### config.mk
export PLATFORM = sky130hd
export DESIGN_NAME = rdl_reg_rd_resp
export DESIGN_NICKNAME = d
export VERILOG_FILES = /design/src/rtl/rdl_subreg_pkg.sv /design/src/rtl/rdl_rd_fifo2.sv /design/src/rtl/rdl_reg_rd_resp.sv
export SDC_FILE = /design/constraint.sdc
export NUM_CORES = 1
export LEC_CHECK = 0
export BUFFER_PORTS_ARGS = -buffer_cell sky130_fd_sc_hd__buf_4
export CAP_MARGIN = 10
export CORE_MARGIN = 4
export CORE_UTILIZATION = 45
export DETAILED_ROUTE_END_ITERATION = 7
export PLACE_DENSITY = 0.79
export SLEW_MARGIN = 20
export SYNTH_ARGS = -nofsm -noshare
export SYNTH_HDL_FRONTEND = slang
export SYNTH_SLANG_ARGS = --single-unit
### constraint.sdc
create_clock -name clk -period 2.8 [get_ports clk]
set_input_delay 0.28 -clock clk [delete_from_list [all_inputs] [get_ports clk]]
set_output_delay 0.28 -clock clk [all_outputs]
set_load 0.05 [all_outputs]
### src/rtl/rdl_subreg_pkg.sv
// Shared types for the generated register-block support logic.
// The read responder tracks its response buffer fill level with rd_occ_e.
package rdl_subreg_pkg;

   typedef enum logic [1:0] {
      OccEmpty,
      OccOne,
      OccFull
   } rd_occ_e;

endpackage

### src/rtl/rdl_rd_fifo2.sv
// Two-entry in-order FIFO holding {err, data} read responses.
// All storage clears on reset, so the head reads as zero while the block is reset.
module rdl_rd_fifo2
   import rdl_subreg_pkg::*;
#(
   parameter int W = 33
) (
   input  logic         clk,
   input  logic         rst,
   input  logic         push,
   input  logic [W-1:0] push_data,
   input  logic         pop,
   output logic [W-1:0] head,
   output rd_occ_e      occ
);

   logic [W-1:0] mem_reg [2];
   logic         wr_ptr_reg;
   logic         rd_ptr_reg;
   rd_occ_e      occ_reg;
   rd_occ_e      occ_next;
   logic         push_ok;
   logic         pop_ok;

   // Guard against overflow/underflow so the pointers can never desynchronise.
   assign push_ok = push && (occ_reg != OccFull);
   assign pop_ok  = pop && (occ_reg != OccEmpty);

   always_comb begin
      occ_next = occ_reg;
      case (occ_reg)
         OccEmpty: if (push_ok) occ_next = OccOne;
         OccOne: begin
            if (push_ok && !pop_ok)      occ_next = OccFull;
            else if (pop_ok && !push_ok) occ_next = OccEmpty;
         end
         OccFull:  if (pop_ok) occ_next = OccOne;
         default:  occ_next = OccEmpty;
      endcase
   end

   always_ff @(posedge clk or posedge rst) begin
      if (rst) begin
         mem_reg[0] <= '0;
         mem_reg[1] <= '0;
         wr_ptr_reg <= 1'b0;
         rd_ptr_reg <= 1'b0;
         occ_reg    <= OccEmpty;
      end else begin
         if (push_ok) begin
            mem_reg[wr_ptr_reg] <= push_data;
            wr_ptr_reg          <= ~wr_ptr_reg;
         end
         if (pop_ok) rd_ptr_reg <= ~rd_ptr_reg;
         occ_reg <= occ_next;
      end
   end

   assign head = mem_reg[rd_ptr_reg];
   assign occ  = occ_reg;

endmodule

### src/rtl/rdl_reg_rd_resp.sv
// Read-side responder: decodes word reads, pulses read side-effect strobes and
// returns {err, data} through a two-entry buffered valid/ready channel.
module rdl_reg_rd_resp
   import rdl_subreg_pkg::*;
#(
   parameter int DW      = 32,
   parameter int NumRegs = 8,
   parameter int AW      = 4
) (
   input  logic                  clk,
   input  logic                  rst,
   input  logic                  req_valid,
   output logic                  req_ready,
   input  logic [AW-1:0]         req_addr,
   input  logic [NumRegs*DW-1:0] reg_rdata,
   output logic [NumRegs-1:0]    reg_rd_strobe,
   output logic                  rsp_valid,
   input  logic                  rsp_ready,
   output logic [DW-1:0]         rsp_data,
   output logic                  rsp_err
);

   logic          acc;
   logic          in_range;
   logic          pop;
   logic [DW-1:0] rd_word;
   logic [DW-1:0] reg_word [NumRegs];
   logic [DW:0]   push_data;
   logic [DW:0]   head;
   rd_occ_e       occ;

   // req_ready depends only on buffer state, never on rsp_ready.
   assign req_ready = !rst && (occ != OccFull);
   assign acc       = req_valid && req_ready;
   assign in_range  = 32'(req_addr) < 32'(NumRegs);
   assign rsp_valid = (occ != OccEmpty);
   assign pop       = rsp_valid && rsp_ready;

   generate
      for (genvar gi = 0; gi < NumRegs; gi++) begin : g_reg
         assign reg_word[gi]      = reg_rdata[gi*DW +: DW];
         assign reg_rd_strobe[gi] = acc && (32'(req_addr) == gi);
      end
   endgenerate

   always_comb begin
      rd_word = '0;
      for (int i = 0; i < NumRegs; i++) begin
         if (32'(req_addr) == i) rd_word = reg_word[i];
      end
   end

   // Out-of-range reads return zero data with the error flag set.
   assign push_data = in_range ? {1'b0, rd_word} : {1'b1, {DW{1'b0}}};

   rdl_rd_fifo2 #(
      .W (DW + 1)
   ) u_fifo (
      .clk       (clk),
      .rst       (rst),
      .push      (acc),
      .push_data (push_data),
      .pop       (pop),
      .head      (head),
      .occ       (occ)
   );

   assign rsp_data = head[DW-1:0];
   assign rsp_err  = head[DW];

endmodule

==> flow_results.xml <==
<?xml version="1.0" encoding="UTF-8"?>
<metrics>
  <group name="die">
    <metric name="die-width" unit="um">125</metric>
    <metric name="rows" unit="">42</metric>
    <metric name="effective_utilization_at_floorplan" unit="">0.464</metric>
    <metric name="design.die.area" unit="sq mm">0.0157</metric>
    <metric name="die_h" unit="um">125</metric>
    <metric name="ports" unit="">307</metric>
    <metric name="core" unit="sq mm">0.0133</metric>
  </group>
  <group name="timing">
    <metric name="post-route-period-util" unit="">0.823</metric>
    <metric name="tightest_slew" unit="ns">0.913</metric>
    <metric name="timing_hold_violations_final" unit="">0</metric>
    <metric name="timing.setup.tns" unit="ns">0</metric>
    <metric name="final-max-slew-violation-count" unit="">0</metric>
    <metric name="rsz_0062_raised_after_global_routing" unit="">no</metric>
    <metric name="fin_worst_skew" unit="ns">0.00986</metric>
    <metric name="setup_viol_count_final" unit="">0</metric>
    <metric name="finalCriticalPeriod" unit="ns">2.31</metric>
    <metric name="max_freq" unit="MHz">434</metric>
    <metric name="max-slew-margin-rel" unit="">0.392</metric>
  </group>
  <group name="yosys">
    <metric name="async_reset_ff_frac" unit="">1.00</metric>
    <metric name="ys_dominant_reg_cell" unit="">sky130_fd_sc_hd__dfrtp_1</metric>
    <metric name="synth-seq-cells" unit="">70</metric>
    <metric name="synth_sequential_area_ratio" unit="">0.283</metric>
    <metric name="syn_nets" unit="">1091</metric>
    <metric name="yosysTopAreaCell" unit="">sky130_fd_sc_hd__dfrtp_1</metric>
    <metric name="synthesis.area_per_instance" unit="sq um">7.49</metric>
    <metric name="netlist_area" unit="sq mm">0.00619</metric>
    <metric name="yosysWarningCount" unit="">0</metric>
    <metric name="synth_top_cell_area_share" unit="">0.283</metric>
    <metric name="netlist_instances" unit="">827</metric>
    <metric name="synth.distinct_cells" unit="">46</metric>
    <metric name="synth_top_cells_by_area" unit="">sky130_fd_sc_hd__dfrtp_1, sky130_fd_sc_hd__mux2i_1, sky130_fd_sc_hd__nor2_1</metric>
    <metric name="synth_edf_count" unit="">0</metric>
  </group>
  <group name="worst_setup_path">
    <metric name="worstPathBufferInverterCount" unit="">1</metric>
    <metric name="cpLargestDelayFamily" unit="">simple AND/OR/NAND/NOR gates</metric>
    <metric name="crit_chain" unit="">nand2b_1, nand2_1, or3_1, nor3_1, buf_4</metric>
    <metric name="endpoint_kind" unit="">output port</metric>
    <metric name="worst_ep_arrival_time" unit="ns">2.03</metric>
    <metric name="timing.critical_path.from_type" unit="">flip-flop</metric>
    <metric name="crit_path_top_delay_cell" unit="">sky130_fd_sc_hd__dfrtp_1</metric>
    <metric name="critical_path.max_fanout" unit="">6</metric>
    <metric name="critical_path_class" unit="">flip-flop to output port</metric>
    <metric name="critical_path.max_stage_delay" unit="ns">0.41</metric>
    <metric name="timing.critical_path.required" unit="ns">2.52</metric>
  </group>
  <group name="cells_and_area">
    <metric name="layout_fillers" unit="">1227</metric>
    <metric name="multi_input_comb_area" unit="sq mm">0.00395</metric>
    <metric name="design.final.nets" unit="">1351</metric>
    <metric name="num_antenna_cells" unit="">0</metric>
    <metric name="area_delta_synth_final" unit="%">42.2</metric>
    <metric name="finish.instance_area" unit="sq mm">0.00881</metric>
    <metric name="register_area" unit="sq mm">0.00175</metric>
    <metric name="largest_register_ffs" unit="">66</metric>
    <metric name="layout.cells.most_common" unit="">sky130_fd_sc_hd__buf_4</metric>
    <metric name="mostFrequentLayoutCells" unit="">sky130_fd_sc_hd__buf_4, sky130_fd_sc_hd__nor2_1, sky130_fd_sc_hd__nand2_1</metric>
    <metric name="post_route_cells_drive_above_1_share" unit="">0.340</metric>
  </group>
  <group name="pwr">
    <metric name="share_clk_of_total_power" unit="">0.227</metric>
    <metric name="power_report.internal_total" unit="mW">2.87</metric>
    <metric name="seq_power_share" unit="">0.299</metric>
    <metric name="irDropWorstVdd" unit="V">0.000430</metric>
    <metric name="power.static_leakage" unit="nW">4.18</metric>
    <metric name="combinationalPowerShare" unit="">0.474</metric>
    <metric name="power.net_switching" unit="mW">2.08</metric>
    <metric name="netSwitchingFraction" unit="">0.420</metric>
    <metric name="pwr_density_cell" unit="mW/mm^2">562</metric>
  </group>
  <group name="detailed_routing">
    <metric name="detailroute.via_count" unit="">7523</metric>
    <metric name="routed_vias_inst" unit="">5.93</metric>
    <metric name="drt-initial-drc-count" unit="">632</metric>
    <metric name="remaining_drc_errors" unit="">0</metric>
    <metric name="drt-pass1-iter-count" unit="">5</metric>
    <metric name="count_of_antenna_violating_nets_left_after_detailed_routing" unit="">0</metric>
    <metric name="routed_wirelength" unit="um">24100</metric>
    <metric name="post_drt_wl_per_cell" unit="um">19.0</metric>
  </group>
  <group name="place">
    <metric name="place_hpwl" unit="um">17700</metric>
    <metric name="port_buffers" unit="">306</metric>
    <metric name="routabilityCongestion" unit="">0.902</metric>
    <metric name="placedInstanceArea" unit="sq mm">0.00852</metric>
  </group>
  <group name="clock_network">
    <metric name="count_of_hold_buffers_inserted_by_post_cts_repair" unit="">0</metric>
    <metric name="clock_tree.htree_level_count" unit="">3</metric>
    <metric name="clock_tree_from_tritoncts" unit="">yes</metric>
    <metric name="cts.repair_timing.setup_buffer_count" unit="">0</metric>
    <metric name="post_cts.resized_instances" unit="">0</metric>
    <metric name="numCtsBuffers" unit="">9</metric>
    <metric name="clk_path_buf_depth" unit="">2</metric>
    <metric name="worst_setup_hold_path_clk_slew" unit="ns">0.06</metric>
    <metric name="clock-root-buffer" unit="">sky130_fd_sc_hd__clkbuf_16</metric>
    <metric name="clock_sink_count" unit="">70</metric>
    <metric name="clk-insertion-delay-late" unit="ns">0.34</metric>
  </group>
  <group name="grt">
    <metric name="globalRouteMet2Util" unit="">0.505</metric>
    <metric name="grt_remaining_overflow" unit="">0</metric>
    <metric name="antenna_found_initial" unit="">0</metric>
    <metric name="most_utilized_layer_in_the_global_route_result" unit="">met2</metric>
    <metric name="globalRouteMet1Util" unit="">0.375</metric>
    <metric name="grt_use_total" unit="">0.300</metric>
    <metric name="first_global_vias" unit="">7476</metric>
    <metric name="grt_first_pass_wirelength" unit="um">38400</metric>
    <metric name="grt_max_degree" unit="">75</metric>
    <metric name="groute.layer.met3.usage" unit="">0.0635</metric>
  </group>
  <group name="status">
    <metric name="run_status" unit="">complete, no violations</metric>
  </group>
  <group name="flow_run">
    <metric name="max_cap_violations" unit="">0</metric>
  </group>
  <group name="min_path">
    <metric name="type_of_the_most_critical_hold_path" unit="">input pin to asynchronous set/reset pin</metric>
  </group>
</metrics>
final cells by class:
class	count	area share
clock buffers	12	0.0269
multi-input cells	644	0.448
clock inverters	4	0.00540
well taps	176	0.0250
repair buffers	324	0.279
flip-flops and latches	70	0.199
inverters	38	0.0163
cells in the mapped netlist (2+ instances only):
master,n
sky130_fd_sc_hd__o2111ai_1,34
sky130_fd_sc_hd__nor2_1,108
sky130_fd_sc_hd__mux2i_1,50
sky130_fd_sc_hd__nand3b_1,13
sky130_fd_sc_hd__o221ai_1,9
sky130_fd_sc_hd__o22ai_1,22
sky130_fd_sc_hd__nor3_1,4
sky130_fd_sc_hd__and2_1,2
sky130_fd_sc_hd__buf_2,34
sky130_fd_sc_hd__nand2_1,86
sky130_fd_sc_hd__o211ai_1,10
sky130_fd_sc_hd__a22oi_1,5
sky130_fd_sc_hd__or3b_1,2
sky130_fd_sc_hd__nor2b_1,16
sky130_fd_sc_hd__a32o_1,13
sky130_fd_sc_hd__a221oi_1,5
sky130_fd_sc_hd__or2_2,2
sky130_fd_sc_hd__inv_1,37
sky130_fd_sc_hd__a31oi_1,17
sky130_fd_sc_hd__o21a_1,4
sky130_fd_sc_hd__and3_1,2
sky130_fd_sc_hd__o21ai_0,33
sky130_fd_sc_hd__dfrtp_1,70
sky130_fd_sc_hd__o311ai_1,6
sky130_fd_sc_hd__buf_4,6
sky130_fd_sc_hd__nor3b_1,17
sky130_fd_sc_hd__buf_1,2
sky130_fd_sc_hd__buf_6,4
sky130_fd_sc_hd__a211oi_1,9
sky130_fd_sc_hd__a21oi_1,46
sky130_fd_sc_hd__clkbuf_1,29
sky130_fd_sc_hd__mux2_2,21
sky130_fd_sc_hd__nand2b_1,17
sky130_fd_sc_hd__nand3_1,80
path summary, 6_finish.rpt:
kind	cells past startpoint	endpoint	slack, ns	from
max	5	reg_rd_strobe[0]	0.49	u_fifo.occ[0]$_DFFE_PP0P_
min	2	u_fifo.mem_reg[49]$_DFFE_PP0P_	0.01	rst
max reg2reg	5	u_fifo.mem_reg[11]$_DFFE_PP0P_	1.02	u_fifo.occ[1]$_DFFE_PP0P_
min reg2reg	2	u_fifo.mem_reg[24]$_DFFE_PP0P_	0.47	u_fifo.mem_reg[24]$_DFFE_PP0P_
max in group asynchronous	3	u_fifo.mem_reg[32]$_DFFE_PP0P_	2.17	rst
min in group clk	2	u_fifo.occ[1]$_DFFE_PP0P_	0.13	rsp_ready
layer usage:
| layer | share of wire | up-vias |
|---|---|---|
| li1 | - | 3532 |
| met1 | 0.39 | 3515 |
| met2 | 0.48 | 399 |
| met3 | 0.089 | 77 |
| met4 | 0.037 | 0 |
| met5 | 0 | - |
power groups by stage:
| stage | combinational [mW] | clock [mW] | sequential [mW] |
|---|---|---|---|
| finish | 2.34 | 1.12 | 1.48 |
| global route | 2.51 | 1.18 | 1.51 |
| CTS | 2.35 | 1.14 | 1.47 |
| detailed placement | 2.34 | 0 | 1.49 |
| global placement | 2.32 | 0 | 1.48 |
| floorplan | 1.62 | 0 | 1.37 |
stage by stage:
stage | setup slack (ns) | total power, mW | hold slack (ns) | instances | utilization
after CTS | 0.442 | 4.96 | 0.0195 | 1268 | 0.660
after global placement | 0.642 | 3.80 | 0.378 | 1252 | 0.639
after detailed placement | 0.627 | 3.83 | 0.383 | 1252 | 0.639
after floorplan | 0.0651 | 2.98 | 0.343 | 827 | -
final | 0.495 | 4.95 | 0.0122 | 1268 | 0.660
after global routing | 0.359 | 5.21 | 0.0511 | 1268 | 0.660
cells by family after synthesis:
| group | synth area share |
|---|---|
| compound gates | 0.237 |
| xor+xnor | 0.00141 |
| mux | 0.119 |
| buf+inv | 0.0838 |
| simple gates | 0.276 |
| flops | 0.283 |
No activity file was read; power rests on OpenSTA's default activity.
